<file path="src/rtl/gpio_pkg.sv">
// gpio_pkg: register offsets and decode width shared by the GPIO peripheral.
package gpio_pkg;
  localparam int GPIO_ADDR_LSBS = 5;
  typedef logic [GPIO_ADDR_LSBS-1:0] gpio_ofs_t;
  localparam gpio_ofs_t GPIO_EN_OFS  = 5'h00;
  localparam gpio_ofs_t GPIO_IN_OFS  = 5'h04;
  localparam gpio_ofs_t GPIO_OUT_OFS = 5'h08;
  localparam gpio_ofs_t GPIO_SET_OFS = 5'h0C;
  localparam gpio_ofs_t GPIO_CLR_OFS = 5'h10;
endpackage

</file>
<file path="src/rtl/apb_if.sv">
// apb_if: APB bus bundle carrying the clock and asynchronous active-low reset.
interface apb_if #(
  parameter int ADDR_WIDTH = 32,
  parameter int DATA_WIDTH = 32
) (
  input logic clk,
  input logic arstn
);
  logic                  PSEL;
  logic                  PENABLE;
  logic                  PWRITE;
  logic [ADDR_WIDTH-1:0] PADDR;
  logic [DATA_WIDTH-1:0] PWDATA;
  logic [DATA_WIDTH-1:0] PRDATA;
  logic                  PREADY;
  logic                  PSLVERR;
  modport slave (input clk, arstn, PSEL, PENABLE, PWRITE, PADDR, PWDATA,
                 output PRDATA, PREADY, PSLVERR);
  modport master (input clk, arstn, PRDATA, PREADY, PSLVERR,
                  output PSEL, PENABLE, PWRITE, PADDR, PWDATA);
endinterface

</file>
<file path="src/rtl/gpio_sync.sv">
// gpio_sync: per-bit 2-flop synchronizer with asynchronous active-low reset.
module gpio_sync #(
  parameter int WIDTH = 32
) (
  input  logic             clk,
  input  logic             arstn,
  input  logic [WIDTH-1:0] d,
  output logic [WIDTH-1:0] q
);
  logic [WIDTH-1:0] meta;
  always_ff @(posedge clk or negedge arstn)
    if (!arstn) begin
      meta <= '0;
      q    <= '0;
    end else begin
      meta <= d;
      q    <= meta;
    end
endmodule

</file>
<file path="src/rtl/apb_gpio.sv">
// apb_gpio: APB GPIO with enable, synchronized input, output data and set/clear aliases.
module apb_gpio
  import gpio_pkg::*;
#(
  parameter int DATA_WIDTH = 32,
  parameter int ADDR_WIDTH = 32
) (
  apb_if.slave                  apb_in,
  input  logic [DATA_WIDTH-1:0] gpio_in,
  output logic [DATA_WIDTH-1:0] gpio_out,
  output logic [DATA_WIDTH-1:0] gpio_en
);
  gpio_ofs_t             ofs;
  logic                  access;
  logic                  wr;
  logic                  mapped;
  logic                  unused;
  logic [DATA_WIDTH-1:0] in_sync;
  assign ofs    = apb_in.PADDR[GPIO_ADDR_LSBS-1:0];
  // Upper address bits are decoded by the interconnect, not here.
  assign unused = ^apb_in.PADDR[ADDR_WIDTH-1:GPIO_ADDR_LSBS];
  assign access = apb_in.PSEL & apb_in.PENABLE;
  assign wr     = access & apb_in.PWRITE;
  assign mapped = ofs inside {GPIO_EN_OFS, GPIO_IN_OFS, GPIO_OUT_OFS, GPIO_SET_OFS, GPIO_CLR_OFS};
  assign apb_in.PREADY  = 1'b1;
  assign apb_in.PSLVERR = access & ~mapped;
  always_comb begin
    apb_in.PRDATA = '0;
    if (access & ~apb_in.PWRITE)
      apb_in.PRDATA = ofs == GPIO_EN_OFS  ? gpio_en :
                      ofs == GPIO_IN_OFS  ? in_sync :
                      ofs == GPIO_OUT_OFS ? gpio_out : '0;
  end
  gpio_sync #(.WIDTH(DATA_WIDTH)) u_sync (
    .clk  (apb_in.clk),
    .arstn(apb_in.arstn),
    .d    (gpio_in),
    .q    (in_sync)
  );
  always_ff @(posedge apb_in.clk or negedge apb_in.arstn)
    if (!apb_in.arstn) begin
      gpio_en  <= '0;
      gpio_out <= '0;
    end else if (wr) begin
      if (ofs == GPIO_EN_OFS) gpio_en <= apb_in.PWDATA;
      gpio_out <= ofs == GPIO_OUT_OFS ? apb_in.PWDATA :
                  ofs == GPIO_SET_OFS ? gpio_out | apb_in.PWDATA :
                  ofs == GPIO_CLR_OFS ? gpio_out & ~apb_in.PWDATA : gpio_out;
    end
endmodule

</file>
<file path="src/flat_wrapper.sv">
// flat-port wrapper written by rule: the top's interface ports become plain ports
module apb_gpio_flat import gpio_pkg::*;
#(
  parameter int DATA_WIDTH = 32,
  parameter int ADDR_WIDTH = 32
)
  (gpio_in, gpio_out, gpio_en, clk, arstn, apb_in_PSEL, apb_in_PENABLE, apb_in_PWRITE, apb_in_PADDR, apb_in_PWDATA, apb_in_PRDATA, apb_in_PREADY, apb_in_PSLVERR);
  apb_if #(.ADDR_WIDTH(ADDR_WIDTH), .DATA_WIDTH(DATA_WIDTH)) apb_in_i (.clk(clk), .arstn(arstn));
  input  logic [DATA_WIDTH-1:0] gpio_in;
  output logic [DATA_WIDTH-1:0] gpio_out;
  output logic [DATA_WIDTH-1:0] gpio_en;
  input wire logic clk;
  input wire logic arstn;
  input wire logic [$bits(apb_in_i.PSEL)-1:0] apb_in_PSEL;
  input wire logic [$bits(apb_in_i.PENABLE)-1:0] apb_in_PENABLE;
  input wire logic [$bits(apb_in_i.PWRITE)-1:0] apb_in_PWRITE;
  input wire logic [$bits(apb_in_i.PADDR)-1:0] apb_in_PADDR;
  input wire logic [$bits(apb_in_i.PWDATA)-1:0] apb_in_PWDATA;
  output wire logic [$bits(apb_in_i.PRDATA)-1:0] apb_in_PRDATA;
  output wire logic [$bits(apb_in_i.PREADY)-1:0] apb_in_PREADY;
  output wire logic [$bits(apb_in_i.PSLVERR)-1:0] apb_in_PSLVERR;
  assign apb_in_i.PSEL = apb_in_PSEL;
  assign apb_in_i.PENABLE = apb_in_PENABLE;
  assign apb_in_i.PWRITE = apb_in_PWRITE;
  assign apb_in_i.PADDR = apb_in_PADDR;
  assign apb_in_i.PWDATA = apb_in_PWDATA;
  assign apb_in_PRDATA = apb_in_i.PRDATA;
  assign apb_in_PREADY = apb_in_i.PREADY;
  assign apb_in_PSLVERR = apb_in_i.PSLVERR;
  apb_gpio #(.DATA_WIDTH(DATA_WIDTH), .ADDR_WIDTH(ADDR_WIDTH)) u_core (.apb_in(apb_in_i), .gpio_in(gpio_in), .gpio_out(gpio_out), .gpio_en(gpio_en));
endmodule
</file>
<file path="config.mk">
export PLATFORM = sky130hd
export DESIGN_NAME = apb_gpio_flat
export DESIGN_NICKNAME = d
export VERILOG_FILES = /design/src/rtl/gpio_pkg.sv /design/src/rtl/apb_if.sv /design/src/rtl/gpio_sync.sv /design/src/rtl/apb_gpio.sv /design/src/flat_wrapper.sv
export SDC_FILE = /design/constraint.sdc
export NUM_CORES = 1
export LEC_CHECK = 0
export CAP_MARGIN = 5
export CORE_MARGIN = 2
export CORE_UTILIZATION = 49
export CTS_BUF_LIST = sky130_fd_sc_hd__clkbuf_4 sky130_fd_sc_hd__clkbuf_8
export CTS_CLUSTER_DIAMETER = 120
export DETAILED_ROUTE_END_ITERATION = 10
export PLACE_DENSITY = 0.87
export SYNTH_ARGS = -nofsm -noshare
export SYNTH_HDL_FRONTEND = slang
export SYNTH_SLANG_ARGS = --single-unit
</file>
<file path="constraint.sdc">
create_clock -name clk -period 4.4 [get_ports clk]
set_input_delay 0.44 -clock clk [delete_from_list [all_inputs] [get_ports clk]]
set_output_delay 0.44 -clock clk [all_outputs]
set_load 0.02 [all_outputs]
</file>
==> flow_metrics.py <==
metrics = {
    "sta": {
        "drv_slew": 0,
        "fin_crit_ps": 3570,
        "slew_headroom_pct": 15.0,
        "rsz0062_at_grt": "false",
        "setup_viol": 0,
        "fmax_mhz": 280,
        "worst_pin_slew_ps": 1270,
        "whs_ps": 30.8,
        "finalHoldViolations": 0,
        "finalWorstSetupSlack_ps": 829,
        "fin_skew_ps": 7.79,
        "period_share_pct": 81.1,
        "fin_setup_tns_ps": 0,
    },
    "clock_tree": {
        "cts_tree": "built",
        "cts_hold_buffers": 0,
        "cts_buffer_depth": 2,
        "cts_resized": 0,
        "cts_setup_buffers": 0,
        "clockRootBuffer": "clkbuf_8",
        "clock_latency_ps": 420,
        "cts.sinks": 128,
        "h-tree-depth": 4,
        "cts_made_buffers": 17,
        "clkTransAtPathRegs_ps": 70,
    },
    "logic_synthesis": {
        "ys_seq_area_share_pct": 58.4,
        "netlist_instances": 514,
        "synth-edff-count": 0,
        "async_reset_ff_share_pct": 100,
        "synthTopCellsByArea": "dfrtp_1, mux2i_1, a221oi_1, o21ai_0, inv_1",
        "synth_seq_cells": 128,
        "synth_cell_types": 26,
        "synth_area_per_cell_um2": 10.7,
        "ys_top_cells_by_count": "dfrtp_1, inv_1, o21ai_0",
        "synth_warnings": 0,
        "yosysTopAreaCell": "dfrtp_1",
        "synthesis.area_mm2": 0.00549,
        "synth_nets": 615,
        "synth_most_common_cell": "dfrtp_1",
        "synth_flop_cell": "dfrtp_1",
        "synth_top_cell_area_share_pct": 58.4,
    },
    "power": {
        "power_leakage_nw": 3.08,
        "power_density_mw_per_mm2": 341,
        "power_frac_clock_pct": 40.3,
        "power.share.sequential_pct": 47.9,
        "intPower_mw": 1.94,
        "swShare_pct": 26.1,
        "ir_worst_vdd_mv": 0.261,
        "combPwrFrac_pct": 11.7,
        "power.switching_mw": 0.684,
    },
    "route": {
        "avgRoutedWirePerCell_um": 20.2,
        "drc": 0,
        "ant_nets": 0,
        "vias_per_cell": 6.07,
        "via_count": 4986,
        "drt_iter0_drc": 469,
        "totalWireLength_mm": 16.6,
        "dr.pass1.iters": 5,
    },
    "floorplan": {
        "dieWidth_um": 110,
        "initial_core_util_pct": 50.4,
        "core_area_mm2": 0.0109,
        "io_pins": 199,
        "rows": 38,
        "fp.dieH_um": 110,
        "die-area_mm2": 0.0121,
    },
    "setup_path": {
        "critical_path_class": "in2out",
        "r2r.worst_path.cells": 2,
        "crit_path_end_kind": "output port",
        "r2r_setup_slack_ps": 3400,
        "start_kind": "primary input",
        "cp_max_fo": 17,
        "crit_required_ps": 3960,
        "arrival_ps": 3130,
    },
    "global_route": {
        "grt_util_all_layers_pct": 28.4,
        "antenna_found_initial": 0,
        "grt_max_degree": 80,
        "grt_pass1_wl_mm": 26.0,
        "grt_overflow": 0,
        "grt_pass1_vias": 5059,
    },
    "final_layout": {
        "nNetsFinal": 770,
        "drive_above_1_share_pct": 7.78,
        "antenna_cells": 0,
        "area_growth_pct": 40.2,
        "final_cells": 821,
    },
    "placed_design": {
        "hpwl_mm": 11.0,
        "io_buffers": 170,
        "placedCellCount": 790,
        "gp_congestion": 0.856,
        "dp_slack_ps": 840,
    },
    "worst_hold_path": {
        "hold_path.class": "in2async",
    },
    "status": {
        "run_status": "complete, no violations",
    },
    "run": {
        "maxCapViolations": 0,
    },
}
==> metal layers <==
metal	track usage, %	vias up	share of wire [%]
li1	-	2167	-
met1	35.3	2411	38
met2	45.8	350	49
met3	6.70	58	9.1
met4	15.7	0	3.9
met5	0	-	0
==> critical path, stage by stage <==
cell	delay (ps)
clkdlybuf4s50_1	670
nor4_2	500
buf_4	300
o21ai_0	160
a221oi_1	370
clkdlybuf4s50_1	680
==> stage by stage <==
| stage | power, mW | util [%] | instance area [µm²] |
|---|---|---|---|
| floorplan | 1.39 | - | 5490 |
| global placement | 1.57 | 66.9 | 7290 |
| detailed placement | 1.58 | 66.9 | 7290 |
| CTS | 2.63 | 70.7 | 7700 |
| global route | 2.71 | 70.7 | 7700 |
| finish | 2.62 | 70.7 | 7700 |
==> power by group through the flow <==
stage	registers (mW)	logic, mW	clock network, mW
5_1_grt	1.26	0.330	1.12
2_1_floorplan	1.31	0.0882	0
3_3_place_gp	1.28	0.296	0
4_1_cts	1.26	0.307	1.07
6_report	1.26	0.307	1.06
3_5_place_dp	1.28	0.305	0
==> cell usage in the layout (no fill, tap or decap), drive strengths merged, types with 2 or more instances in the layout <==
cell type | synthesis | routed
clkdlybuf4s50 | 0 | 169
dfrtp | 128 | 128
inv | 65 | 67
o21ai | 65 | 65
nor4 | 35 | 35
a21oi | 33 | 33
nand3 | 33 | 33
a221oi | 32 | 32
mux2i | 32 | 32
a211oi | 32 | 32
clkbuf | 38 | 18
buf | 10 | 15
clkinv | 0 | 5
bufinv | 0 | 3
clkinvlp | 0 | 3
or4bb | 2 | 2
==> cell families after synthesis <==
| logic type | Yosys count | share of synthesized area [%] |
|---|---|---|
| AO/OA/AOI/OAI | 162 | 18.4 |
| buffers and inverters | 113 | 8.46 |
| flip-flops | 128 | 58.4 |
| multiplexers | 32 | 5.84 |
| other | 1 | 0.0683 |
| AND/OR/NAND/NOR | 78 | 8.85 |
==> area by class of cell <==
class	instances	area [µm²]
Clock buffer	18	248
Clock inverter	13	163
Fill cell	767	3190
Inverter	65	244
Multi-Input combinational cell	273	1860
Sequential cell	128	3200
Tap cell	140	175
Timing Repair Buffer	184	1810
==> how the worst max path moves through the flow <==
stage	from	end	slack, ps	cells past startpoint
finish	apb_in_PADDR[4]	apb_in_PRDATA[23]	830	6
global route	apb_in_PADDR[2]	apb_in_PRDATA[23]	710	6
CTS	apb_in_PADDR[4]	apb_in_PRDATA[22]	830	6
detailed placement	apb_in_PADDR[4]	apb_in_PRDATA[22]	840	6
global placement	apb_in_PADDR[4]	apb_in_PRDATA[22]	980	6
floorplan	apb_in_PADDR[4]	apb_in_PRDATA[10]	1910	5
Power figures use the tool's default switching activity.
